**config.mk**
```make
export PLATFORM = sky130hd
export DESIGN_NAME = axitrafficgen_rtl_dma_seq
export DESIGN_NICKNAME = d
export VERILOG_FILES = /design/src/rtl/axitrafficgen_rtl_dma_seq.sv
export SDC_FILE = /design/constraint.sdc
export NUM_CORES = 1
export LEC_CHECK = 0
export BUFFER_PORTS_ARGS = -buffer_cell sky130_fd_sc_hd__buf_2
export CAP_MARGIN = 10
export CORE_ASPECT_RATIO = 1.1
export CORE_MARGIN = 5
export CORE_UTILIZATION = 45
export DETAILED_ROUTE_END_ITERATION = 6
export PLACE_DENSITY = 0.79
export SYNTH_ARGS = -nofsm -noshare
export SYNTH_HDL_FRONTEND = slang
export SYNTH_SLANG_ARGS = --single-unit
```
**constraint.sdc**
```tcl
create_clock -name clk -period 5.5 [get_ports clk]
set_clock_uncertainty 0.15 [all_clocks]
set_input_delay 0.275 -clock clk [delete_from_list [all_inputs] [get_ports clk]]
set_output_delay 0.275 -clock clk [all_outputs]
set_load 0.005 [all_outputs]
```
**src/rtl/axitrafficgen_rtl_dma_seq.sv**
```systemverilog
// rtl/axitrafficgen_rtl_dma_seq.sv - DMA request and stream sequencer for the AXI traffic generator
//
// Purpose: on conf_done, issue one DMA read request and (with write-back enabled)
// one DMA write request of N words. Then stream every read beat through a
// one-entry buffer, add INC, and write it back. acc_done pulses for one cycle
// when the transfer is complete.
//
// Build option: define AXITG_WRITEBACK_EN to enable the write-back path.
// Without it the block generates read-only traffic:
//   - the WR_REQ state is skipped;
//   - read beats are discarded;
//   - all write-side outputs are tied to 0.
//
// Ports:
//   clk, rst                      clock, synchronous active-high reset
//   conf_info_reg1 / _reg2        transfer length N (words) / base word index B
//   conf_done                     start pulse, honoured only in IDLE
//   dma_read_ctrl_*               read request   (valid/ready, index, length, size)
//   dma_read_chnl_*               read data      (valid/ready, data)
//   dma_write_ctrl_*              write request  (valid/ready, index, length, size)
//   dma_write_chnl_*              write data     (valid/ready, data)
//   acc_done                      one-cycle completion pulse
//   debug                         {state[2:0], beats counted[28:0]}
module axitrafficgen_rtl_dma_seq #(
   parameter logic [31:0] INC = 32'd1
) (
   input  logic        clk,
   input  logic        rst,
   input  logic [31:0] conf_info_reg1,
   input  logic [31:0] conf_info_reg2,
   input  logic        conf_done,
   output logic        dma_read_ctrl_valid,
   input  logic        dma_read_ctrl_ready,
   output logic [31:0] dma_read_ctrl_data_index,
   output logic [31:0] dma_read_ctrl_data_length,
   output logic [2:0]  dma_read_ctrl_data_size,
   input  logic        dma_read_chnl_valid,
   output logic        dma_read_chnl_ready,
   input  logic [31:0] dma_read_chnl_data,
   output logic        dma_write_ctrl_valid,
   input  logic        dma_write_ctrl_ready,
   output logic [31:0] dma_write_ctrl_data_index,
   output logic [31:0] dma_write_ctrl_data_length,
   output logic [2:0]  dma_write_ctrl_data_size,
   output logic        dma_write_chnl_valid,
   input  logic        dma_write_chnl_ready,
   output logic [31:0] dma_write_chnl_data,
   output logic        acc_done,
   output logic [31:0] debug
);

   typedef enum logic [2:0] {
      IDLE   = 3'd0,
      RD_REQ = 3'd1,
      WR_REQ = 3'd2,
      XFER   = 3'd3,
      DONE   = 3'd4
   } state_t;

   state_t      state;
   logic [31:0] len_q;
   logic [31:0] base_q;
   logic [31:0] rd_cnt;
   logic        rd_hs;

   // Request outputs are Moore: decoded from the state register only.
   assign dma_read_ctrl_valid       = (state == RD_REQ);
   assign dma_read_ctrl_data_index  = (state == RD_REQ) ? base_q : 32'd0;
   assign dma_read_ctrl_data_length = (state == RD_REQ) ? len_q  : 32'd0;
   assign dma_read_ctrl_data_size   = (state == RD_REQ) ? 3'b010 : 3'b000;
   assign acc_done                  = (state == DONE);
   assign rd_hs                     = dma_read_chnl_valid && dma_read_chnl_ready;

`ifdef AXITG_WRITEBACK_EN
   logic [31:0] wr_cnt;
   logic [31:0] buf_data;
   logic        buf_full;
   logic        wr_hs;

   // A full buffer may still take a new beat if it is drained in the same cycle.
   assign dma_read_chnl_ready = (state == XFER) && (rd_cnt < len_q)
                                && (!buf_full || dma_write_chnl_ready);
   assign wr_hs = buf_full && dma_write_chnl_ready;

   assign dma_write_ctrl_valid       = (state == WR_REQ);
   assign dma_write_ctrl_data_index  = (state == WR_REQ) ? (base_q + len_q) : 32'd0;
   assign dma_write_ctrl_data_length = (state == WR_REQ) ? len_q : 32'd0;
   assign dma_write_ctrl_data_size   = (state == WR_REQ) ? 3'b010 : 3'b000;
   assign dma_write_chnl_valid       = buf_full;
   assign dma_write_chnl_data        = buf_data;
   assign debug                      = {state, wr_cnt[28:0]};

   always_ff @(posedge clk) begin
      if (rst) begin
         state    <= IDLE;
         len_q    <= 32'd0;
         base_q   <= 32'd0;
         rd_cnt   <= 32'd0;
         wr_cnt   <= 32'd0;
         buf_data <= 32'd0;
         buf_full <= 1'b0;
      end else begin
         case (state)
            IDLE: if (conf_done) begin
               len_q  <= conf_info_reg1;
               base_q <= conf_info_reg2;
               rd_cnt <= 32'd0;
               wr_cnt <= 32'd0;
               state  <= (conf_info_reg1 == 32'd0) ? DONE : RD_REQ;
            end
            RD_REQ: if (dma_read_ctrl_ready) state <= WR_REQ;
            WR_REQ: if (dma_write_ctrl_ready) state <= XFER;
            XFER: begin
               if (rd_hs) begin
                  rd_cnt   <= rd_cnt + 32'd1;
                  buf_data <= dma_read_chnl_data + INC;
                  buf_full <= 1'b1;
               end else if (wr_hs) begin
                  buf_full <= 1'b0;
               end
               // Leave on the last write so acc_done lands the cycle after it.
               if (wr_hs) begin
                  wr_cnt <= wr_cnt + 32'd1;
                  if (wr_cnt + 32'd1 == len_q) state <= DONE;
               end
            end
            DONE:    state <= IDLE;
            default: state <= IDLE;
         endcase
      end
   end
`else
   logic unused_inputs;
   assign unused_inputs = ^{dma_write_ctrl_ready, dma_write_chnl_ready, dma_read_chnl_data};

   assign dma_read_chnl_ready        = (state == XFER) && (rd_cnt < len_q);
   assign dma_write_ctrl_valid       = 1'b0;
   assign dma_write_ctrl_data_index  = 32'd0;
   assign dma_write_ctrl_data_length = 32'd0;
   assign dma_write_ctrl_data_size   = 3'b000;
   assign dma_write_chnl_valid       = 1'b0;
   assign dma_write_chnl_data        = 32'd0;
   assign debug                      = {state, rd_cnt[28:0]};

   always_ff @(posedge clk) begin
      if (rst) begin
         state  <= IDLE;
         len_q  <= 32'd0;
         base_q <= 32'd0;
         rd_cnt <= 32'd0;
      end else begin
         case (state)
            IDLE: if (conf_done) begin
               len_q  <= conf_info_reg1;
               base_q <= conf_info_reg2;
               rd_cnt <= 32'd0;
               state  <= (conf_info_reg1 == 32'd0) ? DONE : RD_REQ;
            end
            RD_REQ: if (dma_read_ctrl_ready) state <= XFER;
            XFER: if (rd_hs) begin
               rd_cnt <= rd_cnt + 32'd1;
               if (rd_cnt + 32'd1 == len_q) state <= DONE;
            end
            DONE:    state <= IDLE;
            default: state <= IDLE;
         endcase
      end
   end
`endif

endmodule
```
# Word level (Yosys, flattened, before mapping)
# Cells that the tools add are included.
# classes
add_sub_neg	1
n_lt_le_gt_ge	1
eq_ne	8
mux	12
n_reduce_logical	8
# op_table
cell	count
$mux 32	4
$pmux 32 s2	1
$add 32x1->32 const B	1
$eq 32x32->1	1
$logic_not 32->1	1
$lt 32x32->1	1
$mux 3	5
$pmux 3 s3	1
$ne 2x1->1 const B	2
$ne 2x2->1 const B	2
$reduce_and 4->1	1
$eq 3x1->1 const B	1
$eq 3x2->1 const B	1
$eq 3x3->1 const B	1
$logic_not 3->1	1
$reduce_and 3->1	1
$logic_and 1x1->1	2
$mux 2	1
$reduce_and 2->1	1
$reduce_bool 2->1	1
# totals
ff_bits	99
inputBits	103
out_inout_bits	203

# Logic depth before layout (Yosys ltp)
# Gate-level depths: netlist (run 1).
# depth
ltp_word	5
ltp_mapped	12
mapped_depth_nobuf	10

# Worst setup path after synthesis (run 1)
# OpenSTA, ideal clock, no wires.
# synth_path
kind	flip-flop to flip-flop
start	register rd_cnt[7]
end	register rd_cnt[29]
setup_time_ps	70
arrival_ps	2583
required_time_ps	5280
path_slack_ps	2697
path_stages_with_launch	9
cell_sequence	dfxtp_1 > ha_1 > a21oi_1 > o21ai_1 > a221o_1 > o311ai_4 > nand2_1 > or4_1 > a21oi_1
# synth_between
elab_chain_len	5
word_cells_on_any_way	8
cone_classes	add/sub: 1; order compare: 1; eq/ne: 1; mux: 2; reduce/logical: 3
# synth_lines
item	line	rtl
start, declared	63	logic [31:0] rd_cnt;
start signal, assigned	161	rd_cnt <= rd_cnt + 32'd1;
$lt 32x32->1	136	assign dma_read_chnl_ready = (state == XFER) && (rd_cnt < len_q);
$logic_and 1x1->1	136	
$logic_and 1x1->1	72	assign rd_hs = dma_read_chnl_valid && dma_read_chnl_ready;
$ne 2x2->1 (no line)	-	
$reduce_and 3->1 (no line)	-	
# Parallel ways exist; a longest one is shown, timed or not. The select of a mux whose other input is x is not followed.
# A chain may end at the register's enable or synchronous reset.

# Worst setup path in the final report (run 1)
# layout_path
start	register len_q[24]
end	register rd_cnt[4]
# layout_between
elab_chain_len	5
# layout_lines
item	line	rtl
start, declared	61	logic [31:0] len_q;
start signal, assigned	154	len_q <= conf_info_reg1;
$lt 32x32->1	136	
$logic_and 1x1->1	136	
$logic_and 1x1->1	72	
$ne 2x2->1 (no line)	-	
$reduce_and 3->1 (no line)	-	
# No other way between the ends.

==> results of run 1 <==
layer usage:
layer,routed length [um],share of wire [%],GRT usage [%],vias up
met1,8280,39,24.3,3179
met3,1990,9.3,6.02,59
li1,-,-,-,3334
met5,25,0.12,0,-
met2,10300,48,36.4,348
met4,718,3.4,9.53,4
flip-flops by register name (all words and copies together), names as in the netlist:
register  flops
base_q       32
state         3
len_q        32
rd_cnt       32
cells in the final DEF, fill, tap and decap left out, types with 21 or more instances in the layout:
cell type and instances:
a21oi_1 102, and2_1 40, buf_2 168, conb_1 103, dfxtp_1 99, ha_1 33
inv_1 35, nand2_1 165, nand4_1 21, nor2_1 46, nor3_1 37, o21ai_0 35
xnor2_1 32
timing repair:
| action | 4_1_cts | 5_1_grt |
|---|---|---|
| hold endpoints to repair | 3 | 0 |
| hold buffers | 3 | 0 |
| gates resized for setup | 0 | 0 |
cell families after synthesis:
| group | synth area share, % |
|---|---|
| flip-flops | 26.9 |
| multiplexers | 0.578 |
| AND/OR/NAND/NOR | 28.0 |
| adder cells (fa/ha/maj) | 5.61 |
| AO/OA/AOI/OAI | 14.7 |
| XOR/XNOR | 5.36 |
| other | 0.0510 |
| buffers and inverters | 18.8 |
path summary, 6_finish.rpt:
| check | to | slack [ps] | start | cells after the start |
|---|---|---|---|---|
| hold / removal | base_q[24] | 10 | conf_info_reg2[24] | 3 |
| setup / recovery | rd_cnt[4] | 1450 | len_q[24] | 11 |
| hold reg to reg | base_q[30] | 300 | base_q[30] | 2 |
| setup reg to reg | rd_cnt[4] | 1450 | len_q[24] | 11 |
Yosys cell counts (7+ instances only):
library cell	count	area (sq um)
buf_4	134	1010
o21ai_0	35	175
buf_2	17	85.1
o31a_1	13	114
a21oi_1	102	510
nand3_1	12	60.1
nor2_1	47	176
and2_1	40	250
nand4b_1	8	70.1
nor3_1	38	190
nor4_1	15	93.8
ha_1	33	413
inv_1	35	131
xor2_1	13	114
a31oi_1	8	50.1
clkbuf_1	39	146
nand4_1	21	131
nand2_1	165	619
dfxtp_1	99	1980
nand2b_1	7	43.8
xnor2_1	32	280
cell type report:
cell class / count / area, sq um
Fill cell: 1603 / 8200
Multi-Input combinational cell: 766 / 4380
Sequential cell: 99 / 1980
Timing Repair Buffer: 179 / 931
Tap cell: 204 / 255
Clock buffer: 10 / 229
Inverter: 35 / 131
Clock inverter: 6 / 76.3
power groups by stage:
stage | Combinational [mW] | Sequential [mW] | Clock (mW)
after floorplan | 0.224 | 0.778 | 0
after global placement | 0.251 | 0.786 | 0
after detailed placement | 0.254 | 0.788 | 0
after CTS | 0.257 | 0.771 | 0.678
after global routing | 0.292 | 0.775 | 0.714
final | 0.260 | 0.771 | 0.673
through the flow:
stage	area [sq um]	hold WS, ps	setup slack, ps
2_1_floorplan	7740	261	2700
3_3_place_gp	7650	286	1750
3_5_place_dp	7650	292	1550
4_1_cts	7990	2.06	1530
5_1_grt	7990	1.51	1330
6_report	7990	10.3	1450
worst register-to-register path, delay by kind of cell, from the launching register on:
kind | cells | cell delay (ps)
AND/OR/NAND/NOR | 5 | 1760
AO/OA/AOI/OAI | 3 | 800
flip-flops | 1 | 490
buffers and inverters | 2 | 480
adder cells (fa/ha/maj) | 1 | 290
==> reports/qor.yml, run 1 <==
pwr:
  intPower_mw: 1.20
  p_seq_share_pct: 45.3
  p_sw_share_pct: 29.4
  vdd_drop_max_v: 0.000139
  clkPwrFrac_pct: 39.5
  p_sw_mw: 0.501
  p_comb_share_pct: 15.2
  leakage_nw: 3.59
  total_power_mw: 1.70
  p_per_area_nw_per_um2: 213
finish:
  final_util_pct: 49.3
  antenna_cells: 0
  fin_cells: 1299
  area_delta_synth_final_pct: 8.59
  nets: 1226
  layout-drive-gt1-share_pct: 19.5
worst_setup_path:
  path_cells: "inv_1 > ha_1 > nand4_1 > nor4_1 > nand2_1 > and4_1 > a21oi_1 > buf_4 > o21ai_0 > o31a_1 > nor2_1"
  slowest_stage: "nor4_1"
  cp_data_arrival_time_ps: 4180
  max_stage_delay_ps: 930
  cp-end-kind: "register"
  critical-path-top-delay-family: "simple AND/OR/NAND/NOR gates"
  critPathKind: "reg -> reg"
  start_kind: "register"
  crit_buf_inv: 2
  worstPathRequired_ps: 5630
  path_max_fanout: 26
timing:
  tns_ps: 0
  slew_viol_final: 0
  relSlewSlack_pct: 25.7
  rsz0062_at_grt: "false"
  hold_viol_final: 0
  min_period_ps: 4050
  tightest_slew_ps: 1110
  finalSetupViolations: 0
  period_share_pct: 73.6
  fmax_mhz: 247
logic_synthesis:
  synthArstFlopShare_pct: 0
  seq_area_frac_synth_pct: 26.9
  ys_seq_elements: 99
  synth_area_sq_um: 7350
  synthFlopType: "dfxtp_1"
  synthDistinctLibCells: 66
  yosys_warnings: 0
  synth_edf_count: 0
  syn_avg_cell_area_sq_um: 7.42
  synthCells: 991
grt:
  grt_pass1_wl_mm: 33.0
  grt_max_degree: 65
  grt_pass1_vias: 6458
  antenna_found_initial: 2
  track_usage_pct: 21.1
  grt_overflow: 0
clock_tree:
  cts_root_buf: "clkbuf_16"
  htree_levels: 3
  clk_pin_slew_ps: 80
  cts_sinks: 99
  postCtsSetupBuffers: 0
  tritoncts: "done"
  cts_buffer_depth: 2
  worstSkewPairLatency_ps: 350
  numCtsBuffers: 9
placed_design:
  place_congestion: 0.922
  dp_cells: 1280
  place_hpwl_mm: 16.0
  port_buffers: 168
floorplan:
  core_area_sq_um: 16200
  die_x_um: 132
  die_h_um: 144
  pin_count: 306
  initial_utilization_pct: 45.4
  dieArea_sq_um: 19000
  rows: 49
routing:
  vias: 6924
  avgViaCountPerCell: 5.33
  drtAntennaViolNets: 0
  drt_pass1_iterations: 5
  drt-total-wl_mm: 21.3
  drt-initial-drc-count: 465
  avgRoutedWirePerCell_um: 16.4
  drcViolationCount: 0
run:
  cap_violations: 0
status:
  status: "finished clean"
worst_hold_path:
  hold_class: "in -> reg"
Power figures use the tool's default switching activity.
==> run 2, diff against run 1 <==
==> constraint.sdc (replaced) <==
create_clock -name clk -period 3.8 [get_ports clk]
set_clock_uncertainty 0.15 [all_clocks]
set_input_delay 0.19 -clock clk [delete_from_list [all_inputs] [get_ports clk]]
set_output_delay 0.19 -clock clk [all_outputs]
set_load 0.005 [all_outputs]
==> run 2 against run 1 <==
Against the previous run:
- via count grew 7.3%
- clock power increased by 49%
- maximum frequency rose by 20%
- global-route usage up 2.4 points
- count of clock-buffer cells in the layout fell by 1
- design area up 9.6%
- final cell count up 5.9%
- sequential power up 45%
- non-clock buffer count grew 77
- combinational power increased by 71%
- setup slack got worse by 1000 ps
- critical endpoint is now state[0]
- highest routed layer unchanged
==> reports/qor.yml, run 2 (synthesis results as in run 1) <==
timing:
  hold_viol_final: 0  # unchanged
  relSlewSlack_pct: 24.3  # -1.3 points
  min_period_ps: 3360  # -685 ps
  tns_ps: 0  # unchanged
  finalSetupViolations: 0  # unchanged
  slew_viol_final: 0  # unchanged
  tightest_slew_ps: 1130  # +20.0 ps
  rsz0062_at_grt: "false"
  period_share_pct: 88.6  # +15 points
  fmax_mhz: 297  # +20%
  setup_ws_ps: 435  # -1020 ps
run:
  cap_violations: 0  # unchanged
routing:
  vias: 7431  # +7.3%
  drt-initial-drc-count: 580  # +25%
  avgViaCountPerCell: 5.40  # +1.3%
  drcViolationCount: 0  # unchanged
  avgRoutedWirePerCell_um: 17.1  # +3.8%
  drt-total-wl_mm: 23.5  # +10%
  drt_pass1_iterations: 7  # +2
  drtAntennaViolNets: 0  # unchanged
floorplan:
  die_h_um: 144  # unchanged
  die_x_um: 132  # unchanged
  core_area_sq_um: 16200  # unchanged
  dieArea_sq_um: 19000  # unchanged
  pin_count: 306  # unchanged
  initial_utilization_pct: 45.4  # unchanged
  rows: 49  # unchanged
worst_setup_path:
  worstPathRequired_ps: 3850  # -1780 ps
  critPathKind: "reg -> reg"
  cp-end-kind: "register"
  path_max_fanout: 8  # -69%
  cp_data_arrival_time_ps: 3410  # -770 ps
  start_kind: "register"
grt:
  grt_pass1_vias: 7113  # +10%
  antenna_found_initial: 1  # -1
  grt_overflow: 0  # unchanged
  use_met1_pct: 27.1  # +2.7 points
  grt_max_degree: 65  # unchanged
  track_usage_pct: 23.4  # +2.4 points
  met2_usage_pct: 40.6  # +4.2 points
  grt.busiest_layer: "met2"
  grtUsageMet3_pct: 5.88  # -0.14 points
  grt_pass1_wl_mm: 36.6  # +11%
clock_tree:
  htree_levels: 3  # unchanged
  cts_resized: 0  # unchanged
  tritoncts: "done"
  worstSkewPairLatency_ps: 370  # +20 ps
  cts_root_buf: "clkbuf_16"
  numCtsBuffers: 9  # unchanged
  cts_sinks: 99  # unchanged
  cts_buffer_depth: 2  # unchanged
  clk_pin_slew_ps: 80  # about the same
  hold_buffers: 64  # +61
  postCtsSetupBuffers: 0  # unchanged
finish:
  seqCellArea_sq_um: 1980  # unchanged
  mostFrequentLayoutCell: "buf_2"
  multi_input_area_sq_um: 4380  # unchanged
  antenna_cells: 0  # unchanged
  reg_top3: "base_q: 32 flops, len_q: 32 flops, rd_cnt: 32 flops"
  fill_cells: 1480  # -7.7%
  layout-drive-gt1-share_pct: 19.6  # +0.17 points
  final_area_sq_um: 8750  # +9.6%
  fin_cells: 1376  # +5.9%
  layout_common_cells: "buf_2, nand2_1, conb_1"
  nets: 1303  # +6.3%
  area_delta_synth_final_pct: 19.0
pwr:
  vdd_drop_max_v: 0.000203  # +46%
  p_per_area_nw_per_um2: 293  # +37%
  leakage_nw: 3.94  # +9.9%
placed_design:
  place_congestion: 0.914  # -0.86%
  port_buffers: 168  # unchanged
  dp_cells: 1296  # +1.3%
  postPlaceCellArea_sq_um: 7800  # +1.9%
  place_hpwl_mm: 16.3  # +2.4%
  place_ws_ps: 551  # -1000 ps
status:
  status: "finished clean"
worst_hold_path:
  hold_class: "in -> reg"
run 2: changes by cell type in the layout (fill, tap and decap cells not counted):
cell	change
dlygate4sd3_1	+61
buf_4	+14
buf_12	+2
clkbuf_1	-1
clkinv_4	+1
clkinv_8	+1
inv_6	-1
run 2: through the flow:
step / power (mW) / hold slack, ps / util [%]
after floorplan: 1.45 / 176 / -
after global placement: 1.51 / 280 / 48.2
after detailed placement: 1.52 / 285 / 48.2
after CTS: 2.56 / 15.9 / 54.1
after global routing: 2.66 / 13.7 / 54.1
final: 2.57 / 19.8 / 54.1
run 2: power by group:
group,switching (mW),total (mW),internal (mW)
clock network,0.474,1.00,0.530
registers,0.0382,1.12,1.08
logic,0.261,0.445,0.184
total,0.773,2.57,1.79
run 2: path summary, 6_finish.rpt:
kind / start / end / slack, ps / cells after the start
setup / recovery: rd_cnt[1] / state[0] / 440 / 9
hold / removal: conf_info_reg1[31] / len_q[31] / 20 / 3
setup reg to reg: rd_cnt[1] / state[0] / 440 / 9
hold reg to reg: base_q[29] / base_q[29] / 300 / 2
run 2: worst max-delay path, stage by stage, from the launching register on:
cell and delay, ps:
dfxtp_1 470, ha_1 380, nand3_2 250, nor4_2 690, mux2i_1 280, a311oi_1 60
o21ai_0 210, nand4_1 150, o41ai_1 430, a211oi_1 120
run 2: final cells by class:
class | count | share of cell area (%)
Timing Repair Buffer | 256 | 19.3
Sequential cell | 99 | 22.6
Clock inverter | 7 | 1.06
Tap cell | 204 | 2.92
Multi-Input combinational cell | 766 | 50.0
Inverter | 35 | 1.50
Clock buffer | 9 | 2.57
run 2: layer usage:
metal | up-vias | routed length [um]
met5 | - | 13
met4 | 2 | 1060
met3 | 86 | 2390
met2 | 443 | 11100
met1 | 3416 | 8910
li1 | 3484 | -
